--- src/rtl/audio_pwm_mixer_if.sv ---
// Voice/strobe/speaker bundle between the sound generators and audio_pwm_mixer.
// Latency: none (wires only).
// Backpressure: none; producers hold Sound/chan_en stable through each clk_44khz cycle.
interface audio_pwm_mixer_if #(
    parameter int CHANNELS = 4,
    parameter int SAMPLE_W = 8
);
    localparam int MW = SAMPLE_W + $clog2(CHANNELS);

    logic [CHANNELS*SAMPLE_W-1:0] Sound;
    logic [CHANNELS-1:0]          chan_en;
    logic                         clk_88khz;
    logic                         clk_44khz;
    logic [MW-1:0]                mix;
    logic                         SPK;

    modport master (
        output Sound,
        output chan_en,
        input  clk_88khz,
        input  clk_44khz,
        input  mix,
        input  SPK
    );

    modport slave (
        input  Sound,
        input  chan_en,
        output clk_88khz,
        output clk_44khz,
        output mix,
        output SPK
    );
endinterface

--- src/rtl/audio_pwm_mixer.sv ---
// Multi-voice audio mixer: fractional-rate sample strobes, summed voices, 1-bit PWM (or sigma-delta with AUDIO_SIGMA_DELTA_EN).
// Latency: mix 1 cycle after clk_44khz; SPK follows at the next PWM wrap plus 1 registered cycle.
// Backpressure: none; inputs are sampled only on the clk_44khz cycle and must be stable then.
module audio_pwm_mixer #(
    parameter int CLK_HZ    = 50_000_000,
    parameter int SAMPLE_HZ = 44_100,
    parameter int CHANNELS  = 4,
    parameter int SAMPLE_W  = 8
) (
    input  logic             Clk,
    input  logic             reset,
    audio_pwm_mixer_if.slave bus
);
    localparam int MW = SAMPLE_W + $clog2(CHANNELS);
    localparam logic [32:0] ACC_STEP  = 33'(2 * SAMPLE_HZ);
    localparam logic [32:0] ACC_LIMIT = 33'(CLK_HZ);

    if ((CHANNELS < 1) || (CHANNELS > 8) || ((CHANNELS & (CHANNELS - 1)) != 0)) begin : g_chan_check
        $error("audio_pwm_mixer: CHANNELS must be a power of two in 1..8");
    end

    // One full PWM period must fit inside one output sample.
    if ((64'd1 << MW) > 64'(CLK_HZ / SAMPLE_HZ)) begin : g_rate_check
        $error("audio_pwm_mixer: 2**MW exceeds CLK_HZ/SAMPLE_HZ");
    end

    logic [31:0]   acc;
    logic [32:0]   acc_sum;
    logic          acc_wrap;
    logic          half;
    logic [MW-1:0] mix_next;
    logic [MW-1:0] pcnt;
    logic [MW-1:0] duty;

    assign acc_sum  = {1'b0, acc} + ACC_STEP;
    assign acc_wrap = (acc_sum >= ACC_LIMIT);

    always_ff @(posedge Clk or posedge reset) begin
        if (reset) begin
            acc           <= '0;
            half          <= 1'b0;
            bus.clk_88khz <= 1'b0;
            bus.clk_44khz <= 1'b0;
        end else begin
            bus.clk_88khz <= acc_wrap;
            bus.clk_44khz <= acc_wrap & half;
            if (acc_wrap) begin
                acc  <= 32'(acc_sum - ACC_LIMIT);
                half <= ~half;
            end else begin
                acc  <= acc_sum[31:0];
            end
        end
    end

    // Zero-extended sum cannot overflow: MW carries log2(CHANNELS) guard bits.
    always_comb begin
        mix_next = '0;
        for (int k = 0; k < CHANNELS; k++) begin
            if (bus.chan_en[k]) begin
                mix_next = mix_next + MW'(bus.Sound[k*SAMPLE_W +: SAMPLE_W]);
            end
        end
    end

    always_ff @(posedge Clk or posedge reset) begin
        if (reset) begin
            bus.mix <= '0;
        end else if (bus.clk_44khz) begin
            bus.mix <= mix_next;
        end
    end

    // duty is only reloaded as pcnt rolls over, so each period uses a single value.
    always_ff @(posedge Clk or posedge reset) begin
        if (reset) begin
            pcnt <= '0;
            duty <= '0;
        end else begin
            pcnt <= pcnt + MW'(1);
            if (&pcnt) begin
                duty <= bus.mix;
            end
        end
    end

`ifdef AUDIO_SIGMA_DELTA_EN
    logic [MW:0] err;
    logic [MW:0] sd_sum;

    assign sd_sum = err + {1'b0, duty};

    // Carry out of the error accumulator gives a pulse density of duty/2**MW.
    always_ff @(posedge Clk or posedge reset) begin
        if (reset) begin
            err     <= '0;
            bus.SPK <= 1'b0;
        end else begin
            err     <= {1'b0, sd_sum[MW-1:0]};
            bus.SPK <= sd_sum[MW];
        end
    end
`else
    always_ff @(posedge Clk or posedge reset) begin
        if (reset) begin
            bus.SPK <= 1'b0;
        end else begin
            bus.SPK <= (pcnt < duty);
        end
    end
`endif

endmodule

--- src/flat_wrapper.sv ---
// flat-port wrapper written by rule: the top's interface ports become plain ports
module audio_pwm_mixer_flat 
#(
    parameter int CLK_HZ    = 50_000_000,
    parameter int SAMPLE_HZ = 44_100,
    parameter int CHANNELS  = 4,
    parameter int SAMPLE_W  = 8
)
  (Clk, reset, bus_Sound, bus_chan_en, bus_clk_88khz, bus_clk_44khz, bus_mix, bus_SPK);
  audio_pwm_mixer_if #(.CHANNELS(CHANNELS), .SAMPLE_W(SAMPLE_W)) bus_i ();
  input  logic Clk;
  input  logic reset;
  input wire logic [$bits(bus_i.Sound)-1:0] bus_Sound;
  input wire logic [$bits(bus_i.chan_en)-1:0] bus_chan_en;
  output wire logic [$bits(bus_i.clk_88khz)-1:0] bus_clk_88khz;
  output wire logic [$bits(bus_i.clk_44khz)-1:0] bus_clk_44khz;
  output wire logic [$bits(bus_i.mix)-1:0] bus_mix;
  output wire logic [$bits(bus_i.SPK)-1:0] bus_SPK;
  assign bus_i.Sound = bus_Sound;
  assign bus_i.chan_en = bus_chan_en;
  assign bus_clk_88khz = bus_i.clk_88khz;
  assign bus_clk_44khz = bus_i.clk_44khz;
  assign bus_mix = bus_i.mix;
  assign bus_SPK = bus_i.SPK;
  audio_pwm_mixer #(.CLK_HZ(CLK_HZ), .SAMPLE_HZ(SAMPLE_HZ), .CHANNELS(CHANNELS), .SAMPLE_W(SAMPLE_W)) u_core (.Clk(Clk), .reset(reset), .bus(bus_i));
endmodule
--- config.mk ---
export PLATFORM = sky130hd
export DESIGN_NAME = audio_pwm_mixer_flat
export DESIGN_NICKNAME = d
export VERILOG_FILES = /design/src/rtl/audio_pwm_mixer_if.sv /design/src/rtl/audio_pwm_mixer.sv /design/src/flat_wrapper.sv
export SDC_FILE = /design/constraint.sdc
export NUM_CORES = 1
export LEC_CHECK = 0
export BUFFER_PORTS_ARGS = -buffer_cell sky130_fd_sc_hd__buf_2
export CORE_ASPECT_RATIO = 1.4
export CORE_UTILIZATION = 25
export DETAILED_ROUTE_END_ITERATION = 16
export GPL_TIMING_DRIVEN = 0
export HOLD_SLACK_MARGIN = 0.03
export SYNTH_ARGS = -nofsm -noshare
export SYNTH_HDL_FRONTEND = slang
export SYNTH_SLANG_ARGS = --single-unit
--- constraint.sdc ---
create_clock -name Clk -period 8.23 [get_ports Clk]
set_input_delay 1.646 -clock Clk [delete_from_list [all_inputs] [get_ports Clk]]
set_output_delay 1.646 -clock Clk [all_outputs]
set_load 0.005 [all_outputs]
==> parameters.txt <==
Parameter                              Value

Yosys
  Seq cells post-synth    63
  Share of flip-flops with an asynchronous set or reset    1.00
  Post-Syn Nets    687
  Dominant combinational cell family by area after synthesis    simple AND/OR/NAND/NOR gates
  Ranking of synthesized cells by area    sky130_fd_sc_hd__dfrtp_1 29%, sky130_fd_sc_hd__ha_1 8.4%, sky130_fd_sc_hd__xnor2_1 7.7%
  Netlist area before placement    5350 sq um
  Most frequent cell after synthesis    sky130_fd_sc_hd__dfrtp_1
  Share of the synthesized netlist area taken by xor and xnor gates    0.115
  Synthesized-area fraction occupied by ao, oa, aoi and oai cells    0.195
  Number of unique standard cell types used by synthesis    ~80
  Post-synthesis cell count    610
  YS warnings    0
  Mean Syn Cell Area    about 8.8 sq um
  Sequential area share after synthesis    0.295
  Synth Area in Simple Gates    0.211
  Most frequently used flop master after synthesis    sky130_fd_sc_hd__dfrtp_1
  Cell type with the largest total area after synthesis    sky130_fd_sc_hd__dfrtp_1
  Share of the synthesized area in the top cell type    0.295
  Number of enable-type register cells in the synthesized netlist    0
  Most used standard cells in the synthesized netlist    63 x sky130_fd_sc_hd__dfrtp_1, 53 x sky130_fd_sc_hd__nand2_1, 47 x sky130_fd_sc_hd__xnor2_1
  Mux cell area share after synthesis    0.0295
  Post-synthesis adder-cell area fraction    0.0973

Die
  Die area    22000 sq um
  Chip width    around 130 um
  Starting utilization of the core area    0.258
  Number of top-level design ports    51
  Placeable core area    20700 sq um
  Standard-cell rows    62
  Die height    175 um

Timing
  Slack of the critical path    2540 ps
  Final setup violation count    0
  Clk_skew    9.81 ps
  Ratio of final minimum period to clock period    0.692
  Upper clock frequency limit    ~180 MHz
  Setup tns final    0 ps
  Final Hold Fails    0
  Final Critical Period    5690 ps
  Transition time at the pin with the least slew margin    830 ps
  Fin. max-slew vios    0
  Setup repair after global routing missed its margin    no
  Worst rel slew slack    0.447

Detailed routing
  Wire length per cell after detailed routing    13.3 um
  Number of violations reported at the end of detailed-routing iteration 0    205
  Post-route ant nets    0
  Number of remaining DRC errors    0
  Post-detailed-routing wire length    12400 um
  DR vias    roughly 4500
  Avg Vias per Cell    4.80
  Number of iterations in the first detailed-routing pass    4

Global routing
  Remaining Overflow, GRT    0
  Maximum number of pins on one net before global-route repair    64
  Number of antenna violations at the first check in global routing    0
  GRT Util Overall    0.120
  Via count of the first global-routing pass    roughly 4500
  First-pass GRT wire length    ~21000 um

Final layout
  Number of diodes added for antenna fixing    0
  Synthesis-to-layout area growth    16.7%
  Layout cells sized above 1    0.176
  Total area of multi-input combinational cells    ~3500 sq um
  Total area of sequential cells    1580 sq um
  Number of nets in the layout    between 700 and 800
  Final Instance Count excl. Fillers    932
  Filler cell count    2125

Clock network
  TritonCTS clock tree    built
  Number of levels in the clock H-tree    3
  Root Buffer    sky130_fd_sc_hd__clkbuf_16
  Buffer depth of the longest clock path    2
  Clock slew at reported path FFs    50 ps
  Post-cts resize count    0
  Sinks on the clock net    63
  Total of hold buffers inserted after clock tree synthesis    0
  Total setup buffers inserted after CTS    0
  Clock latency reported for the late side of the worst-skew pair    350 ps
  Cts bufs inserted    9

Place
  Placer's final routability congestion estimate    slightly above 0.8
  Post-detail-place hpwl    9560 um
  Setup Slack @ Placement    2180 ps
  Number of placed instances with taps included    916
  Count of buffers inserted at the top-level ports    50

Power and ir drop
  Total chip power    slightly below 0.9 mW
  Power per cell area    between 100 and 150 nW/um^2
  Static leakage power    2.78 nW
  Maximum ir drop on the vdd rail    113 uV

Worst setup path
  Worst-path maximum fanout    9
  Crit path required time    8450 ps
  Worst Path Arrival    5920 ps
  CP Class    in -> reg
  Type of origin of the critical path    primary input
  Critical path endpoint category    flop

Status
  Outcome    completed

Run
  Number of max-cap violations    0

Worst hold path
  Type of the tightest min-delay check    reg -> reg
-- worst paths after layout --
kind	from	to	slack, ps	depth (start not counted)
worst max-delay path	bus_chan_en[0]	u_core.bus.mix[9]	2540	22
worst min-delay path	u_core.pcnt[4]	u_core.pcnt[4]	490	1
worst max register to register	u_core.acc[3]	u_core.acc[28]	4460	10
worst min register to register	u_core.pcnt[4]	u_core.pcnt[4]	490	1
max in group asynchronous	reset	u_core.acc[11]	6220	2
min in group asynchronous	reset	u_core.bus.SPK	1480	2
-- per-layer routing --
layer | vias up | GRT usage | share of wire
met1 | 2104 | 0.127 | 0.42
li1 | 2280 | - | -
met3 | 23 | 0.0312 | 0.041
met2 | 67 | 0.218 | 0.51
met5 | - | 0 | 0
met4 | 0 | 0.0564 | 0.028
-- critical path: stages --
cell and delay (ps):
sky130_fd_sc_hd__buf_2 150, sky130_fd_sc_hd__and2_1 160, sky130_fd_sc_hd__ha_1 190, sky130_fd_sc_hd__inv_1 70
sky130_fd_sc_hd__fa_1 200, sky130_fd_sc_hd__nor2b_1 70, sky130_fd_sc_hd__o311ai_0 390, sky130_fd_sc_hd__a21oi_1 150
sky130_fd_sc_hd__o21a_1 190, sky130_fd_sc_hd__or3_1 300, sky130_fd_sc_hd__a31o_2 270, sky130_fd_sc_hd__ha_1 330
sky130_fd_sc_hd__a21oi_1 180, sky130_fd_sc_hd__xor2_1 160, sky130_fd_sc_hd__a21oi_1 110, sky130_fd_sc_hd__ha_1 370
sky130_fd_sc_hd__nand2_1 90, sky130_fd_sc_hd__a21oi_1 60, sky130_fd_sc_hd__a41oi_1 270, sky130_fd_sc_hd__mux2i_1 220
sky130_fd_sc_hd__nor2_1 60, sky130_fd_sc_hd__o31a_1 270
-- report_power, final --
part / internal [mW] / total (mW) / switching (mW) / leakage [nW]
clock: 0.267 / 0.419 / 0.152 / 0.150
combinational: 0.0732 / 0.159 / 0.0857 / 1.84
sequential: 0.312 / 0.314 / 0.00223 / 0.792
-- metrics by stage --
step,utilization,hold slack (ps),area [sq um]
floorplan,-,463,5350
global placement,0.286,481,5920
detailed placement,0.286,486,5920
CTS,0.301,497,6240
global route,0.301,518,6240
finish,0.301,491,6240
-- area by class of cell --
class / count / area share
Sequential cell: 63 / 0.253
Multi-Input combinational cell: 477 / 0.555
Tap cell: 256 / 0.0513
Timing Repair Buffer: 50 / 0.0401
Clock buffer: 10 / 0.0367
Inverter: 46 / 0.0281
Buffer: 24 / 0.0212
Clock inverter: 6 / 0.0148
-- flip-flops by register name (all words and copies together) (netlist names) --
| register | count |
|---|---|
| u_core.acc | 29 |
| u_core.bus.SPK | 1 |
| u_core.bus.clk_44khz | 1 |
| u_core.bus.clk_88khz | 1 |
| u_core.bus.mix | 10 |
| u_core.duty | 10 |
| u_core.half | 1 |
| u_core.pcnt | 10 |
-- cells by family (layout without fill, tap and decap cells) --
family	after synthesis	count (layout)
compound gates	144	144
xor+xnor	70	70
fa+ha+maj	40	40
buf+inv	70	136
flops	63	63
mux	15	15
simple gates	208	208
-- placed cells by master, fill, tap and decap left out, types with 10 or more instances in the layout --
cell type	Yosys	final
sky130_fd_sc_hd__inv_1	44	43
sky130_fd_sc_hd__and2_1	10	10
sky130_fd_sc_hd__a21o_1	16	16
sky130_fd_sc_hd__clkbuf_1	9	10
sky130_fd_sc_hd__o21ai_0	31	31
sky130_fd_sc_hd__buf_2	9	59
sky130_fd_sc_hd__a21oi_1	38	38
sky130_fd_sc_hd__nand2_1	53	53
sky130_fd_sc_hd__xor2_1	23	23
sky130_fd_sc_hd__nor2_1	43	43
sky130_fd_sc_hd__nand3_1	21	21
sky130_fd_sc_hd__xnor2_1	47	47
sky130_fd_sc_hd__ha_1	36	36
sky130_fd_sc_hd__dfrtp_1	63	63
(Power assumes the default switching activity.)
